==> config.mk <==
export PLATFORM = sky130hd
export DESIGN_NAME = polaris_uart_core
export DESIGN_NICKNAME = d
export VERILOG_FILES = /design/src/rtl/polaris_uart_core.sv
export SDC_FILE = /design/constraint.sdc
export NUM_CORES = 1
export LEC_CHECK = 0
export BUFFER_PORTS_ARGS = -buffer_cell sky130_fd_sc_hd__buf_4
export CAP_MARGIN = 0
export CORE_MARGIN = 5
export CORE_UTILIZATION = 43
export DETAILED_ROUTE_END_ITERATION = 7
export GPL_TIMING_DRIVEN = 0
export HOLD_SLACK_MARGIN = 0.06
export PLACE_DENSITY = 0.64
export SETUP_SLACK_MARGIN = 0.15
export SYNTH_ARGS = -nofsm -noshare
export SYNTH_HDL_FRONTEND = slang
export SYNTH_SLANG_ARGS = --single-unit
==> constraint.sdc <==
create_clock -name uart_clk_i -period 4 [get_ports uart_clk_i]
set_clock_uncertainty 0.2 [all_clocks]
set_input_delay 0.8 -clock uart_clk_i [delete_from_list [all_inputs] [get_ports uart_clk_i]]
set_output_delay 0.8 -clock uart_clk_i [all_outputs]
set_load 0.005 [all_outputs]
==> src/rtl/polaris_uart_core.sv <==
// Parametrised UART core: TX/RX FIFOs, configurable frame format, RX error capture.
// polaris_uart_fifo is the shared first-word-fall-through FIFO used for both directions.

module polaris_uart_fifo #(
  parameter int unsigned WIDTH = 8,
  parameter int unsigned DEPTH = 32,
  parameter int unsigned LW    = $clog2(DEPTH) + 1
) (
  input  logic             clk_i,
  input  logic             rst_i,
  input  logic             push_i,
  input  logic [WIDTH-1:0] push_data_i,
  input  logic             pop_i,
  output logic [WIDTH-1:0] head_o,
  output logic             full_o,
  output logic             empty_o,
  output logic [LW-1:0]    level_o
);
  localparam int unsigned AW = $clog2(DEPTH);

  logic [WIDTH-1:0] mem_q [DEPTH];
  logic [AW-1:0]    wptr_q;
  logic [AW-1:0]    rptr_q;
  logic [LW-1:0]    level_q;
  logic [LW-1:0]    level_d;
  logic             full_q;
  logic             empty_q;
  logic             pop_ok;
  logic             push_ok;

  // A pop frees a slot, so a push into a full FIFO succeeds only alongside a real pop
  assign pop_ok  = pop_i & ~empty_q;
  assign push_ok = push_i & (~full_q | pop_ok);

  always_comb begin
    level_d = level_q;
    if (push_ok && !pop_ok) begin
      level_d = level_q + LW'(1);
    end else if (pop_ok && !push_ok) begin
      level_d = level_q - LW'(1);
    end
  end

  always_ff @(posedge clk_i) begin
    if (push_ok) begin
      mem_q[wptr_q] <= push_data_i;
    end
  end

  always_ff @(posedge clk_i) begin
    if (rst_i) begin
      wptr_q  <= '0;
      rptr_q  <= '0;
      level_q <= '0;
      full_q  <= 1'b0;
      empty_q <= 1'b1;
    end else begin
      if (push_ok) wptr_q <= wptr_q + AW'(1);
      if (pop_ok)  rptr_q <= rptr_q + AW'(1);
      level_q <= level_d;
      full_q  <= (level_d == LW'(DEPTH));
      empty_q <= (level_d == '0);
    end
  end

  assign head_o  = mem_q[rptr_q];
  assign full_o  = full_q;
  assign empty_o = empty_q;
  assign level_o = level_q;
endmodule

module polaris_uart_core #(
  parameter int unsigned DATA_BITS  = 8,
  parameter int unsigned FIFO_DEPTH = 32,
  parameter int unsigned DIV_W      = 16,
  parameter int unsigned LW         = $clog2(FIFO_DEPTH) + 1
) (
  input  logic                 uart_clk_i,
  input  logic                 uart_rst_i,
  input  logic [DIV_W-1:0]     clktobaudrate,
  input  logic                 tx_en,
  input  logic                 rx_en,
  input  logic                 parity_en,
  input  logic                 parity_odd,
  input  logic                 two_stop,
  input  logic                 tx_fifo_en_i,
  input  logic [DATA_BITS-1:0] tx_fifo_en_data_i,
  input  logic                 rx_fifo_de_i,
  output logic [DATA_BITS-1:0] rx_fifo_de_data_o,
  output logic                 rx_head_perr_o,
  output logic                 rx_head_ferr_o,
  output logic                 tx_fifo_full,
  output logic                 tx_fifo_empty,
  output logic                 rx_fifo_full,
  output logic                 rx_fifo_empty,
  output logic [LW-1:0]        tx_level_o,
  output logic [LW-1:0]        rx_level_o,
  output logic                 rx_overrun_o,
  input  logic                 err_clr_i,
  output logic                 tx_idle_o,
  input  logic                 uart_rx_i,
  output logic                 uart_tx_o
);
  localparam int unsigned BW   = $clog2(DATA_BITS);
  localparam int unsigned RXW  = DATA_BITS + 2;

  typedef enum logic [2:0] {
    TX_IDLE, TX_START, TX_DATA, TX_PARITY, TX_STOP1, TX_STOP2
  } tx_state_e;

  typedef enum logic [2:0] {
    RX_IDLE, RX_START, RX_DATA, RX_PARITY, RX_STOP, RX_WAIT_HIGH
  } rx_state_e;

  logic [DIV_W-1:0]     div_eff;
  logic [DATA_BITS-1:0] tx_head;
  logic                 tx_pop;
  logic                 tx_expire;
  logic                 tx_last_stop;
  logic [RXW-1:0]       rx_head;
  logic                 rx_push;
  logic                 rx_expire;
  logic                 rx_fall;
  logic                 overrun_set;

  tx_state_e            tx_state_q;
  logic [DIV_W-1:0]     tx_cnt_q;
  logic [DIV_W-1:0]     tx_div_q;
  logic [BW-1:0]        tx_bit_q;
  logic [DATA_BITS-1:0] tx_shift_q;
  logic                 tx_par_en_q;
  logic                 tx_two_q;
  logic                 tx_par_bit_q;
  logic                 tx_q;

  rx_state_e            rx_state_q;
  logic [DIV_W-1:0]     rx_cnt_q;
  logic [DIV_W-1:0]     rx_div_q;
  logic [BW-1:0]        rx_bit_q;
  logic [DATA_BITS-1:0] rx_shift_q;
  logic                 rx_par_en_q;
  logic                 rx_odd_q;
  logic                 rx_perr_q;
  logic                 rx_meta_q;
  logic                 rx_sync_q;
  logic                 rx_prev_q;
  logic                 overrun_q;

  assign div_eff = (clktobaudrate < DIV_W'(4)) ? DIV_W'(4) : clktobaudrate;

  polaris_uart_fifo #(.WIDTH(DATA_BITS), .DEPTH(FIFO_DEPTH), .LW(LW)) u_tx_fifo (
    .clk_i(uart_clk_i), .rst_i(uart_rst_i),
    .push_i(tx_fifo_en_i), .push_data_i(tx_fifo_en_data_i), .pop_i(tx_pop),
    .head_o(tx_head), .full_o(tx_fifo_full), .empty_o(tx_fifo_empty), .level_o(tx_level_o)
  );

  polaris_uart_fifo #(.WIDTH(RXW), .DEPTH(FIFO_DEPTH), .LW(LW)) u_rx_fifo (
    .clk_i(uart_clk_i), .rst_i(uart_rst_i),
    .push_i(rx_push), .push_data_i({~rx_sync_q, rx_perr_q, rx_shift_q}), .pop_i(rx_fifo_de_i),
    .head_o(rx_head), .full_o(rx_fifo_full), .empty_o(rx_fifo_empty), .level_o(rx_level_o)
  );

  // Popping at the end of the last stop bit chains frames with no idle gap
  assign tx_expire    = (tx_cnt_q == DIV_W'(1));
  assign tx_last_stop = tx_expire & ((tx_state_q == TX_STOP2) ||
                                     ((tx_state_q == TX_STOP1) && !tx_two_q));
  assign tx_pop       = tx_en & ~tx_fifo_empty & ((tx_state_q == TX_IDLE) | tx_last_stop);

  always_ff @(posedge uart_clk_i) begin
    if (uart_rst_i) begin
      tx_state_q   <= TX_IDLE;
      tx_cnt_q     <= '0;
      tx_div_q     <= '0;
      tx_bit_q     <= '0;
      tx_shift_q   <= '0;
      tx_par_en_q  <= 1'b0;
      tx_two_q     <= 1'b0;
      tx_par_bit_q <= 1'b0;
      tx_q         <= 1'b1;
    end else if (tx_pop) begin
      tx_state_q   <= TX_START;
      tx_cnt_q     <= div_eff;
      tx_div_q     <= div_eff;
      tx_shift_q   <= tx_head;
      tx_par_en_q  <= parity_en;
      tx_two_q     <= two_stop;
      tx_par_bit_q <= (^tx_head) ^ parity_odd;
      tx_q         <= 1'b0;
    end else if (tx_state_q == TX_IDLE) begin
      tx_q <= 1'b1;
    end else if (!tx_expire) begin
      tx_cnt_q <= tx_cnt_q - DIV_W'(1);
    end else begin
      tx_cnt_q <= tx_div_q;
      case (tx_state_q)
        TX_START: begin
          tx_state_q <= TX_DATA;
          tx_bit_q   <= '0;
          tx_q       <= tx_shift_q[0];
          tx_shift_q <= tx_shift_q >> 1;
        end
        TX_DATA: begin
          if (tx_bit_q == BW'(DATA_BITS - 1)) begin
            tx_state_q <= tx_par_en_q ? TX_PARITY : TX_STOP1;
            tx_q       <= tx_par_en_q ? tx_par_bit_q : 1'b1;
          end else begin
            tx_bit_q   <= tx_bit_q + BW'(1);
            tx_q       <= tx_shift_q[0];
            tx_shift_q <= tx_shift_q >> 1;
          end
        end
        TX_PARITY: begin
          tx_state_q <= TX_STOP1;
          tx_q       <= 1'b1;
        end
        TX_STOP1: tx_state_q <= tx_two_q ? TX_STOP2 : TX_IDLE;
        default:  tx_state_q <= TX_IDLE;
      endcase
    end
  end

  assign rx_expire   = (rx_cnt_q == DIV_W'(1));
  assign rx_fall     = rx_prev_q & ~rx_sync_q;
  assign rx_push     = (rx_state_q == RX_STOP) & rx_expire & rx_en;
  assign overrun_set = rx_push & rx_fifo_full & ~rx_fifo_de_i;

  // Two-flop synchroniser plus one delayed copy for falling-edge detection
  always_ff @(posedge uart_clk_i) begin
    if (uart_rst_i) begin
      rx_meta_q <= 1'b1;
      rx_sync_q <= 1'b1;
      rx_prev_q <= 1'b1;
      overrun_q <= 1'b0;
    end else begin
      rx_meta_q <= uart_rx_i;
      rx_sync_q <= rx_meta_q;
      rx_prev_q <= rx_sync_q;
      if (overrun_set)    overrun_q <= 1'b1;
      else if (err_clr_i) overrun_q <= 1'b0;
    end
  end

  always_ff @(posedge uart_clk_i) begin
    if (uart_rst_i) begin
      rx_state_q  <= RX_IDLE;
      rx_cnt_q    <= '0;
      rx_div_q    <= '0;
      rx_bit_q    <= '0;
      rx_shift_q  <= '0;
      rx_par_en_q <= 1'b0;
      rx_odd_q    <= 1'b0;
      rx_perr_q   <= 1'b0;
    end else begin
      case (rx_state_q)
        RX_IDLE: begin
          if (rx_fall) begin
            rx_state_q  <= RX_START;
            rx_cnt_q    <= div_eff >> 1;
            rx_div_q    <= div_eff;
            rx_par_en_q <= parity_en;
            rx_odd_q    <= parity_odd;
            rx_perr_q   <= 1'b0;
          end
        end
        RX_START: begin
          if (!rx_expire) begin
            rx_cnt_q <= rx_cnt_q - DIV_W'(1);
          end else if (rx_sync_q) begin
            rx_state_q <= RX_IDLE;
          end else begin
            rx_state_q <= RX_DATA;
            rx_cnt_q   <= rx_div_q;
            rx_bit_q   <= '0;
          end
        end
        RX_DATA: begin
          if (!rx_expire) begin
            rx_cnt_q <= rx_cnt_q - DIV_W'(1);
          end else begin
            rx_cnt_q   <= rx_div_q;
            rx_shift_q <= {rx_sync_q, rx_shift_q[DATA_BITS-1:1]};
            if (rx_bit_q == BW'(DATA_BITS - 1)) begin
              rx_state_q <= rx_par_en_q ? RX_PARITY : RX_STOP;
            end else begin
              rx_bit_q <= rx_bit_q + BW'(1);
            end
          end
        end
        RX_PARITY: begin
          if (!rx_expire) begin
            rx_cnt_q <= rx_cnt_q - DIV_W'(1);
          end else begin
            rx_cnt_q   <= rx_div_q;
            rx_perr_q  <= rx_sync_q ^ (^rx_shift_q) ^ rx_odd_q;
            rx_state_q <= RX_STOP;
          end
        end
        RX_STOP: begin
          if (!rx_expire) begin
            rx_cnt_q <= rx_cnt_q - DIV_W'(1);
          end else begin
            rx_state_q <= rx_sync_q ? RX_IDLE : RX_WAIT_HIGH;
          end
        end
        default: begin
          if (rx_sync_q) rx_state_q <= RX_IDLE;
        end
      endcase
    end
  end

  assign rx_fifo_de_data_o = rx_head[DATA_BITS-1:0];
  assign rx_head_perr_o    = rx_head[DATA_BITS];
  assign rx_head_ferr_o    = rx_head[DATA_BITS+1];
  assign rx_overrun_o      = overrun_q;
  assign tx_idle_o         = (tx_state_q == TX_IDLE) & tx_fifo_empty;
  assign uart_tx_o         = tx_q;
endmodule

==> results_dict.tcl <==
set metrics [dict create \
    grt_max_degree 36 \
    vias 17878 \
    die_y_um 274 \
    worst_pin_slew_ns 1.42 \
    grt_pass1_wl_um 112000 \
    synth-seq-cells 725 \
    core_area_mm2 0.0688 \
    fill_cells 5590 \
    syn_inst 1940 \
    die-width_um 274 \
    ys_types 70 \
    clkLatencyLatePin_ns 0.63 \
    gp_congestion 0.889 \
    synth.net_count 1997 \
    start_util_pct 43.6 \
    worstPathRequired_ns 3.00 \
    nNetsFinal 2184 \
    avgViaCountPerCell 5.73 \
    numCtsBuffers 77 \
    fin_ws_ns 0.0712 \
    startpoint_type "register" \
    power.density_mw_per_mm2 532 \
    track_usage_pct 19.6 \
    rows 96 \
    drv_slew 0 \
    yosysTopAreaCell "edfxtp_1" \
    multi_input_area_mm2 0.00973 \
    slowest_stage "mux4_2" \
    register_area_mm2 0.0203 \
    drive_gt1_share_pct 24.1 \
    path_common_cell "mux4_2" \
    rsz0062_at_grt "yes" \
    max_clock_freq_mhz 255 \
    wirelength_um 74400 \
    max_cap_viol_count 0 \
    antennaDiodeCount 0 \
    syn_area_mm2 0.0300 \
    min_period_over_period_pct 98.2 \
    die_area_mm2 0.0751 \
    antenna_found_initial 0 \
    io_buffers 61 \
    synthArstFlopShare_pct 0 \
    cts_buffer_depth 3 \
    min_period_ns 3.93 \
    tritoncts "done" \
    drt_iter0_drc 1826 \
    cts-hold-fix-buffers 0 \
    dr.pass1.iters 6 \
    fin_tns_setup_ns 0 \
    finalSetupViolCount 0 \
    path_delay_family "multiplexers" \
    ys_seq_area_share_pct 67.6 \
    critPathMaxFanout 5 \
    fin_cells 3120 \
    pre_cts_slack_ns -0.749 \
    outcome "completed" \
    criticalPathCategory "register to primary output" \
    dp.cells 2932 \
    wl_per_cell_um 23.9 \
    synth_area_leaders "edfxtp_1 58%, mux4_2 12%, dfxtp_1 9.9%" \
    hpwl_um 47400 \
    synth.avg_cell_area_um2 15.5 \
    cp.arrival_ns 2.93 \
    root_buffer "clkbuf_16" \
    max_stage_delay_ns 0.55 \
    leakagePower_nw 11.5 \
    cp-end-kind "primary output" \
    ios 64 \
    power_w 0.0190 \
    syn_to_final_growth_pct 18.9 \
    drc 0 \
    finalHoldViolations 0 \
    htree_levels 3 \
    synth-edff-count 576 \
    ant_nets 0 \
    synth_ff_type "edfxtp_1" \
    overflow 0 \
    cts.sinks 725 \
    yosysWarnings 0 \
    crit_chain "clkbuf_16 > buf_8 > buf_16 > mux4_2 > mux4_2 > mux2_4 > buf_6" \
    max-vdd-ir-drop_v 0.000360 \
    clk_pin_slew_worst_paths_ns 0.06 \
    hp-class "input port to register" \
    synth_top_area_share_pct 57.7 \
    grt_pass1_vias 17869 \
    max_slew_margin_pct 5.08 \
    path_buf_inv 4 \
]
## cells in the final DEF, fill, tap and decap left out, types with 29 or more instances in the layout
cell,synthesis,routed
a21oi_1,83,83
buf_12,0,32
buf_4,4,67
clkbuf_1,77,85
clkbuf_16,0,82
dfxtp_1,149,143
edfxtp_1,576,576
mux2i_1,33,33
mux4_2,155,155
nand2_1,183,177
nand3_1,31,31
nor2_1,186,122
nor2_4,0,64
nor3_1,29,29
o211ai_1,38,38
xnor2_1,37,37
xor2_1,30,30
## kinds of logic after synthesis
kind of cell,share of synthesized area (%)
buffers and inverters,1.99
AOI/OAI and AO/OA,5.32
xor gates and xnor gates,2.03
adders and majority gates,0.918
DFF,67.6
muxes,13.8
and+or+nand+nor,8.34
## synthesized netlist by cell type (all sizes together) (10+ instances only)
| library cell | n |
|---|---|
| a211oi | 14 |
| a21oi | 84 |
| a311oi | 17 |
| buf | 37 |
| clkbuf | 77 |
| dfxtp | 149 |
| edfxtp | 576 |
| ha | 22 |
| inv | 22 |
| mux2 | 13 |
| mux2i | 33 |
| mux4 | 161 |
| nand2 | 185 |
| nand2b | 13 |
| nand3 | 31 |
| nand4 | 10 |
| nor2 | 186 |
| nor2b | 10 |
| nor3 | 30 |
| nor4 | 16 |
| o211ai | 38 |
| o21ai | 17 |
| xnor2 | 37 |
| xor2 | 30 |
## final cells by class
type / count / area share [%]
Buffer: 114 / 1.94
Clock buffer: 101 / 5.74
Clock inverter: 40 / 0.930
Inverter: 23 / 0.242
Multi-Input combinational cell: 1078 / 27.3
Sequential cell: 725 / 56.9
Tap cell: 931 / 3.27
Timing Repair Buffer: 108 / 3.70
## what timing repair did
item / in CTS / in global routing
setup buffers: 23 / 17
pin swaps: 13 / 17
resized for setup: 244 / 12
cloned: 7 / 0
endpoints found under the setup margin: 588 / 587
## flip-flops by register name, summed over array words and instances, names as in the netlist, 6 cells and up, named ones only
name and cells:
rx_cnt_q 16, rx_div_q 16, rx_shift_q 8, tx_cnt_q 16
tx_div_q 16, tx_shift_q 8, u_rx_fifo.level_o 6, u_rx_fifo.mem_q 320
u_tx_fifo.level_o 6, u_tx_fifo.mem_q 256
## worst reg2reg max path: cells and delay by family, from the launching register on
family | cells | cell delay, ns
compound gates | 1 | 0.47
xor+xnor | 1 | 0.51
buf+inv | 2 | 0.90
flops | 1 | 0.42
mux | 1 | 0.33
simple gates | 5 | 0.83
## path summary, 6_finish.rpt
path | start | to | slack [ns] | cells after the start
setup / recovery | register | rx_head_ferr_o | 0.07 | 7
hold / removal | uart_rx_i | rx_meta_q$_SDFF_PP1_ | 0.16 | 2
setup reg to reg | register | tx_par_bit_q$_SDFFE_PP0P_ | 0.29 | 10
hold reg to reg | rx_div_q[14]$_SDFFE_PP0P_ | rx_div_q[14]$_SDFFE_PP0P_ | 0.25 | 2
## through the flow
| stage | instance area [um^2] | hold slack, ns | util [%] |
|---|---|---|---|
| floorplan | 30000 | 0.189 | - |
| global placement | 31600 | 0.241 | 45.9 |
| detailed placement | 31600 | 0.241 | 45.9 |
| CTS | 35300 | 0.120 | 51.3 |
| global route | 35700 | 0.136 | 51.8 |
| finish | 35700 | 0.159 | 51.8 |
## metal layers
layer / routed length, um / vias to the layer above / global-route usage, %
met2: 36600 / 639 / 32.3
met4: 1670 / 0 / 4.89
met3: 4630 / 129 / 3.13
li1: - / 7908 / -
met5: 0 / - / 0
met1: 31500 / 9202 / 27.6
## where the power goes
group / total, W / switching, W / internal, W
sequential: 0.00856 / 0.000253 / 0.00831
clock: 0.00676 / 0.00293 / 0.00383
combinational: 0.00364 / 0.00194 / 0.00170
(Power assumes the default switching activity.)
